--- config.mk ---
export PLATFORM = sky130hd
export DESIGN_NAME = clk_edge_monitor_flat
export DESIGN_NICKNAME = d
export VERILOG_FILES = /design/src/rtl/clk_edge_monitor_if.sv /design/src/rtl/clk_edge_monitor.sv /design/src/flat_wrapper.sv
export SDC_FILE = /design/constraint.sdc
export NUM_CORES = 1
export LEC_CHECK = 0
export BUFFER_PORTS_ARGS = -buffer_cell sky130_fd_sc_hd__buf_2
export CAP_MARGIN = 10
export CORE_UTILIZATION = 35
export CTS_BUF_LIST = sky130_fd_sc_hd__clkbuf_8
export DETAILED_ROUTE_END_ITERATION = 7
export GPL_ROUTABILITY_DRIVEN = 0
export HOLD_SLACK_MARGIN = 0.03
export PLACE_DENSITY = 0.6
export RECOVER_POWER = 25
export SYNTH_ARGS = -nofsm -noshare
export SYNTH_HDL_FRONTEND = slang
export SYNTH_SLANG_ARGS = --single-unit
--- constraint.sdc ---
create_clock -name clk -period 3.1 [get_ports clk]
set_clock_uncertainty 0.1 [all_clocks]
set_input_delay 0.31 -clock clk [delete_from_list [all_inputs] [get_ports clk]]
set_output_delay 0.31 -clock clk [all_outputs]
set_load 0.005 [all_outputs]
--- src/rtl/clk_edge_monitor_if.sv ---
// Signal bundle between a clock-edge monitor and whatever drives/observes it.
// master drives enable and the monitored clock; slave is the monitor itself.
interface clk_edge_monitor_if #(
    parameter int CNT_W = 16
);
    logic             en;
    logic             mon_in;
    logic             rise_pulse;
    logic             fall_pulse;
    logic [CNT_W-1:0] high_len;
    logic [CNT_W-1:0] low_len;
    logic             len_valid;
    logic [CNT_W-1:0] cyc_cnt;
    logic             period_err;
    logic [CNT_W-1:0] err_count;
    logic             done;

    modport master (
        output en, mon_in,
        input  rise_pulse, fall_pulse, high_len, low_len, len_valid,
               cyc_cnt, period_err, err_count, done
    );

    modport slave (
        input  en, mon_in,
        output rise_pulse, fall_pulse, high_len, low_len, len_valid,
               cyc_cnt, period_err, err_count, done
    );
endinterface

--- src/rtl/clk_edge_monitor.sv ---
// Samples a free-running clock, measures high/low phases in clk cycles and flags out-of-tolerance ones.
// Edge pulses register SYNC_STAGES clk edges after the first sampling edge; no backpressure, en=0 parks in IDLE.
module clk_edge_monitor #(
    parameter int CNT_W       = 16,
    parameter int SYNC_STAGES = 2,
    parameter int EXP_HIGH    = 1,
    parameter int EXP_LOW     = 1,
    parameter int TOL         = 0,
    parameter int TARGET_CYC  = 10
) (
    input logic              clk,
    input logic              rst_n,
    clk_edge_monitor_if.slave bus
);
    localparam logic [2:0] S_IDLE      = 3'd0;
    localparam logic [2:0] S_WAIT      = 3'd1;
    localparam logic [2:0] S_MEAS_LOW  = 3'd2;
    localparam logic [2:0] S_MEAS_HIGH = 3'd3;
    localparam logic [2:0] S_DONE      = 3'd4;

    localparam logic [CNT_W-1:0] CNT_MAX = {CNT_W{1'b1}};
    localparam logic [CNT_W-1:0] TGT     = CNT_W'(TARGET_CYC);
    localparam logic [31:0] LO_H = (EXP_HIGH > TOL) ? 32'(EXP_HIGH - TOL) : 32'd0;
    localparam logic [31:0] HI_H = 32'(EXP_HIGH + TOL);
    localparam logic [31:0] LO_L = (EXP_LOW > TOL) ? 32'(EXP_LOW - TOL) : 32'd0;
    localparam logic [31:0] HI_L = 32'(EXP_LOW + TOL);

    logic [SYNC_STAGES-1:0] r_sync;
    logic                   r_prev;
    logic [CNT_W-1:0]       r_run_len;
    logic [2:0]             r_state;
    logic                   r_rise_pulse;
    logic                   r_fall_pulse;
    logic                   r_len_valid;
    logic [CNT_W-1:0]       r_high_len;
    logic [CNT_W-1:0]       r_low_len;
    logic [CNT_W-1:0]       r_cyc_cnt;
    logic                   r_period_err;
    logic [CNT_W-1:0]       r_err_count;
    logic                   r_done;

    logic             w_s;
    logic             w_rise;
    logic             w_fall;
    logic [31:0]      w_run32;
    logic             w_high_bad;
    logic             w_low_bad;
    logic [CNT_W-1:0] w_cyc_next;
    logic [CNT_W-1:0] w_err_next;

    assign w_s        = r_sync[SYNC_STAGES-1];
    assign w_rise     = w_s & ~r_prev;
    assign w_fall     = ~w_s & r_prev;
    assign w_run32    = 32'(r_run_len);
    assign w_high_bad = (w_run32 < LO_H) || (w_run32 > HI_H);
    assign w_low_bad  = (w_run32 < LO_L) || (w_run32 > HI_L);
    assign w_cyc_next = (r_cyc_cnt == CNT_MAX) ? r_cyc_cnt : r_cyc_cnt + 1'b1;
    assign w_err_next = (r_err_count == CNT_MAX) ? r_err_count : r_err_count + 1'b1;

    // Synchronizer and run-length tracker run regardless of en so that
    // re-enabling mid-phase never sees a stale level.
    always_ff @(posedge clk) begin
        if (!rst_n) begin
            r_sync    <= '0;
            r_prev    <= 1'b0;
            r_run_len <= '0;
        end else begin
            r_sync[0] <= bus.mon_in;
            for (int k = 1; k < SYNC_STAGES; k++) begin
                r_sync[k] <= r_sync[k-1];
            end
            r_prev <= w_s;
            if (w_rise || w_fall) begin
                r_run_len <= {{(CNT_W-1){1'b0}}, 1'b1};
            end else if (r_run_len != CNT_MAX) begin
                r_run_len <= r_run_len + 1'b1;
            end
        end
    end

    always_ff @(posedge clk) begin
        if (!rst_n) begin
            r_state      <= S_IDLE;
            r_rise_pulse <= 1'b0;
            r_fall_pulse <= 1'b0;
            r_len_valid  <= 1'b0;
            r_high_len   <= '0;
            r_low_len    <= '0;
            r_cyc_cnt    <= '0;
            r_period_err <= 1'b0;
            r_err_count  <= '0;
            r_done       <= 1'b0;
        end else begin
            r_rise_pulse <= w_rise & bus.en;
            r_fall_pulse <= w_fall & bus.en;
            r_len_valid  <= 1'b0;
            if (!bus.en) begin
                r_state <= S_IDLE;
            end else begin
                case (r_state)
                    S_IDLE: begin
                        r_cyc_cnt    <= '0;
                        r_err_count  <= '0;
                        r_period_err <= 1'b0;
                        r_done       <= 1'b0;
                        r_state      <= S_WAIT;
                    end
                    // The phase in progress at arm time is of unknown length.
                    S_WAIT: begin
                        if (w_fall) begin
                            r_state <= S_MEAS_LOW;
                        end
                    end
                    S_MEAS_LOW: begin
                        if (w_rise) begin
                            r_low_len <= r_run_len;
                            r_cyc_cnt <= w_cyc_next;
                            if (w_low_bad) begin
                                r_period_err <= 1'b1;
                                r_err_count  <= w_err_next;
                            end
                            if ((TARGET_CYC != 0) && (w_cyc_next == TGT)) begin
                                r_done  <= 1'b1;
                                r_state <= S_DONE;
                            end else begin
                                r_state <= S_MEAS_HIGH;
                            end
                        end
                    end
                    S_MEAS_HIGH: begin
                        if (w_fall) begin
                            r_high_len  <= r_run_len;
                            r_len_valid <= 1'b1;
                            if (w_high_bad) begin
                                r_period_err <= 1'b1;
                                r_err_count  <= w_err_next;
                            end
                            r_state <= S_MEAS_LOW;
                        end
                    end
                    S_DONE: begin
                        r_state <= S_DONE;
                    end
                    default: begin
                        r_state <= S_IDLE;
                    end
                endcase
            end
        end
    end

    assign bus.rise_pulse = r_rise_pulse;
    assign bus.fall_pulse = r_fall_pulse;
    assign bus.len_valid  = r_len_valid;
    assign bus.high_len   = r_high_len;
    assign bus.low_len    = r_low_len;
    assign bus.cyc_cnt    = r_cyc_cnt;
    assign bus.period_err = r_period_err;
    assign bus.err_count  = r_err_count;
    assign bus.done       = r_done;
endmodule
--- src/flat_wrapper.sv ---
// flat-port wrapper written by rule: the top's interface ports become plain ports
module clk_edge_monitor_flat 
#(
    parameter int CNT_W       = 16,
    parameter int SYNC_STAGES = 2,
    parameter int EXP_HIGH    = 1,
    parameter int EXP_LOW     = 1,
    parameter int TOL         = 0,
    parameter int TARGET_CYC  = 10
)
  (clk, rst_n, bus_en, bus_mon_in, bus_rise_pulse, bus_fall_pulse, bus_high_len, bus_low_len, bus_len_valid, bus_cyc_cnt, bus_period_err, bus_err_count, bus_done);
  clk_edge_monitor_if #(.CNT_W(CNT_W)) bus_i ();
  input logic clk;
  input logic rst_n;
  input wire logic [$bits(bus_i.en)-1:0] bus_en;
  input wire logic [$bits(bus_i.mon_in)-1:0] bus_mon_in;
  output wire logic [$bits(bus_i.rise_pulse)-1:0] bus_rise_pulse;
  output wire logic [$bits(bus_i.fall_pulse)-1:0] bus_fall_pulse;
  output wire logic [$bits(bus_i.high_len)-1:0] bus_high_len;
  output wire logic [$bits(bus_i.low_len)-1:0] bus_low_len;
  output wire logic [$bits(bus_i.len_valid)-1:0] bus_len_valid;
  output wire logic [$bits(bus_i.cyc_cnt)-1:0] bus_cyc_cnt;
  output wire logic [$bits(bus_i.period_err)-1:0] bus_period_err;
  output wire logic [$bits(bus_i.err_count)-1:0] bus_err_count;
  output wire logic [$bits(bus_i.done)-1:0] bus_done;
  assign bus_i.en = bus_en;
  assign bus_i.mon_in = bus_mon_in;
  assign bus_rise_pulse = bus_i.rise_pulse;
  assign bus_fall_pulse = bus_i.fall_pulse;
  assign bus_high_len = bus_i.high_len;
  assign bus_low_len = bus_i.low_len;
  assign bus_len_valid = bus_i.len_valid;
  assign bus_cyc_cnt = bus_i.cyc_cnt;
  assign bus_period_err = bus_i.period_err;
  assign bus_err_count = bus_i.err_count;
  assign bus_done = bus_i.done;
  clk_edge_monitor #(.CNT_W(CNT_W), .SYNC_STAGES(SYNC_STAGES), .EXP_HIGH(EXP_HIGH), .EXP_LOW(EXP_LOW), .TOL(TOL), .TARGET_CYC(TARGET_CYC)) u_core (.clk(clk), .rst_n(rst_n), .bus(bus_i));
endmodule
==> results.toml <==
[placed_design]
dp_hpwl_um = 7922
dp_slack_ns = 0.3384
io_buffers = 72

[setup_path]
worstPathArrival_ns = 2.97
startpoint_type = "register"
crit_fanout = 9
crit_type = "reg2reg"
crit_required_ns = 3.28
critPathCaptureType = "register"

[detailed_routing]
drc = 0
ant_nets = 0
drtIter0Drc = 257
wl_per_cell_um = 15.09
highest_layer = "met4"
met3WireLength_um = 535
wirelength_um = 11290
firstDrtPassIters = 4
vias_per_cell = 5.515
vias = 4125
wl_met2_um = 5617
m1WireLength_um = 4921

[floorplan]
die_area_mm2 = 0.01279
rows = 40
core_mm2 = 0.01201
initial_utilization = 0.3596
num_io_pins = 73
die_h_um = 113.1
die_x_um = 113.1

[yosys]
async_flop_share = 0
synth.top_cell.area_share = 0.4218
syn_avg_cell_area_um2 = 8.043
ys_seq_area_frac = 0.4218
synth.most_common_cell = "nand2_1"
syn_inst = 537
yosys.cell_types.count = 56
ys_top_cells_by_count = "nand2_1, dfxtp_1, a21oi_1"
synth_seq_cells = 91
ys.flop_type = "dfxtp_1"
syn_nets = 548
synth-edff-count = 0
synth.area.top_cells = "dfxtp_1, nand2_1, a21oi_1, xnor2_1, nor2_1"
syn_area_mm2 = 0.004319
synth.largest_area_cell = "dfxtp_1"
ys_warn_count = 0

[clock_tree]
cts_buffers = 9
cts_setup_buffers = 0
max-clock-path-buffers = 2
cts-root-buf = "clkbuf_8"
cts_tree = "yes"
ctsResizeCount = 0
postCtsHoldBufs = 0
insertion_delay_ns = 0.37
htreeDepth = 3
clk_pin_slew_ns = 0.09
cts.sinks = 91

[power]
ir_drop_v = 0.0002212
leakage_nw = 1.831
powerDensity_mw_per_mm2 = 429.1
p_switching_w = 0.0004951
power_frac_comb = 0.033
finalPower_w = 0.002141
p_int_w = 0.001646
clkPwrFrac = 0.414
power_frac_seq = 0.553
p_sw_frac = 0.2313

[global_route]
first_global_vias = 3803
antenna_found_initial = 0
grt_max_degree = 32
overflow = 0
grt.total_usage = 0.1806
grt_pass1_wl_um = 18480

[cells_and_area]
area_growth_pct = 15.50
final_core_util = 0.4153
insertedDiodeCount = 0
layout.nets = 607
drive_gt1_frac = 0.1448
fill_cells = 1259

[timing]
max_slew.worst_pin.slew_ns = 0.7913
max_freq_mhz = 359.4
tns_ns = 0
setup_ws_ns = 0.3177
rsz0062_at_grt = "false"
finalHoldViolCount = 0
max_slew_margin = 0.4684
period_share = 0.8975
final-setup-viol-count = 0
report.final.slew_viol_count = 0
min_period_ns = 2.782

[hold_path]
hold_class = "in2reg"

[outcome]
status = "completed"

[job]
drv_cap = 0
[power groups by stage]
stage	registers [W]	clock network [W]	logic [W]
after CTS	0.00118	0.000918	0.0000713
after global routing	0.00119	0.000957	0.0000797
after floorplan	0.00121	0	0.0000523
after detailed placement	0.00121	0	0.0000709
final	0.00118	0.000886	0.0000703
after global placement	0.00121	0	0.0000704
[per-stage QoR]
step                      hold WS, ns  area (um2)  instances
after floorplan                0.3119        4319        537
after global placement         0.3309        4795        732
after detailed placement       0.3300        4795        732
after CTS                     0.05025        5011        748
after global routing          0.05229        4989        748
final                         0.06139        4989        748
[critical path: stages, from the launching register on]
cell      delay (ns)
dfxtp_1         0.47
ha_1            0.40
nand4_4         0.20
o41ai_2         0.50
o21ai_1         0.10
a222oi_1        0.40
buf_4           0.20
nand4_1         0.07
a211oi_1        0.25
[flip-flops by register name (all words and copies together), names as in the netlist, 2 cells and up]
signal                flops
u_core.bus.cyc_cnt       16
u_core.bus.err_count     16
u_core.r_sync             2
u_core.bus.low_len       16
u_core.bus.high_len      16
u_core.r_run_len         16
u_core.r_state            3
[cells by family (layout without fill, tap and decap cells)]
family                   after synthesis  in the layout  synth area share
flip-flops                            91             91            0.4218
AO/OA/AOI/OAI                        107            107            0.1483
multiplexers                           4              4          0.009849
buffers and inverters                 43            107           0.03853
adder cells (fa/ha/maj)                7              7           0.02028
XOR/XNOR                              24             24           0.04867
AND/OR/NAND/NOR                      261            261            0.3126
[layer usage]
layer / GRT usage / vias to the layer above
met5: 0 / -
li1: - / 2035
met2: 0.3092 / 110
met1: 0.2205 / 1960
met3: 0.03482 / 20
met4: 0.07895 / 0
[cell usage in the layout (no fill, tap or decap), drive strengths merged, types with 2 or more instances in the layout]
cell / Yosys / routed
inv: 12 / 14
ha: 7 / 7
and3: 11 / 11
o21ai: 17 / 17
nor3b: 3 / 3
nor2b: 4 / 4
nand2: 92 / 92
and2: 8 / 8
o22ai: 2 / 2
or3: 3 / 3
a311oi: 3 / 3
a31oi: 4 / 4
nor4b: 8 / 8
nand4: 17 / 17
nand3: 23 / 23
nor3: 11 / 11
mux2i: 2 / 2
a211oi: 8 / 8
nand2b: 4 / 4
clkinvlp: 0 / 2
and4: 10 / 10
a31o: 2 / 2
a41oi: 2 / 2
nor4: 14 / 14
mux2: 2 / 2
a21oi: 57 / 57
xnor2: 20 / 20
o21a: 2 / 2
nor2: 45 / 45
clkbuf: 28 / 27
dfxtp: 91 / 91
nand3b: 2 / 2
bufinv: 0 / 2
buf: 3 / 61
xor2: 4 / 4
[area by class of cell]
| type | count | area (um2) | area share |
|---|---|---|---|
| multi-input cells | 403 | 2331 | 0.4673 |
| flip-flops and latches | 91 | 1822 | 0.3652 |
| repair buffers | 79 | 390.4 | 0.07825 |
| well taps | 147 | 183.9 | 0.03687 |
| clock buffers | 9 | 123.9 | 0.02483 |
| clock inverters | 7 | 92.59 | 0.01856 |
| inverters | 12 | 45.04 | 0.009029 |
[worst paths after layout]
check | from | to | slack (ns) | cells past startpoint
setup / recovery | u_core.bus.cyc_cnt[0]$_SDFFE_PN0P_ | u_core.r_state[2]$_SDFFE_PN0P_ | 0.32 | 8
hold / removal | bus_mon_in | u_core.r_sync[0]$_SDFF_PN0_ | 0.06 | 2
setup reg to reg | u_core.bus.cyc_cnt[0]$_SDFFE_PN0P_ | u_core.r_state[2]$_SDFFE_PN0P_ | 0.32 | 8
hold reg to reg | u_core.r_sync[0]$_SDFF_PN0_ | u_core.r_sync[1]$_SDFF_PN0_ | 0.34 | 1
Power figures use the tool's default switching activity.
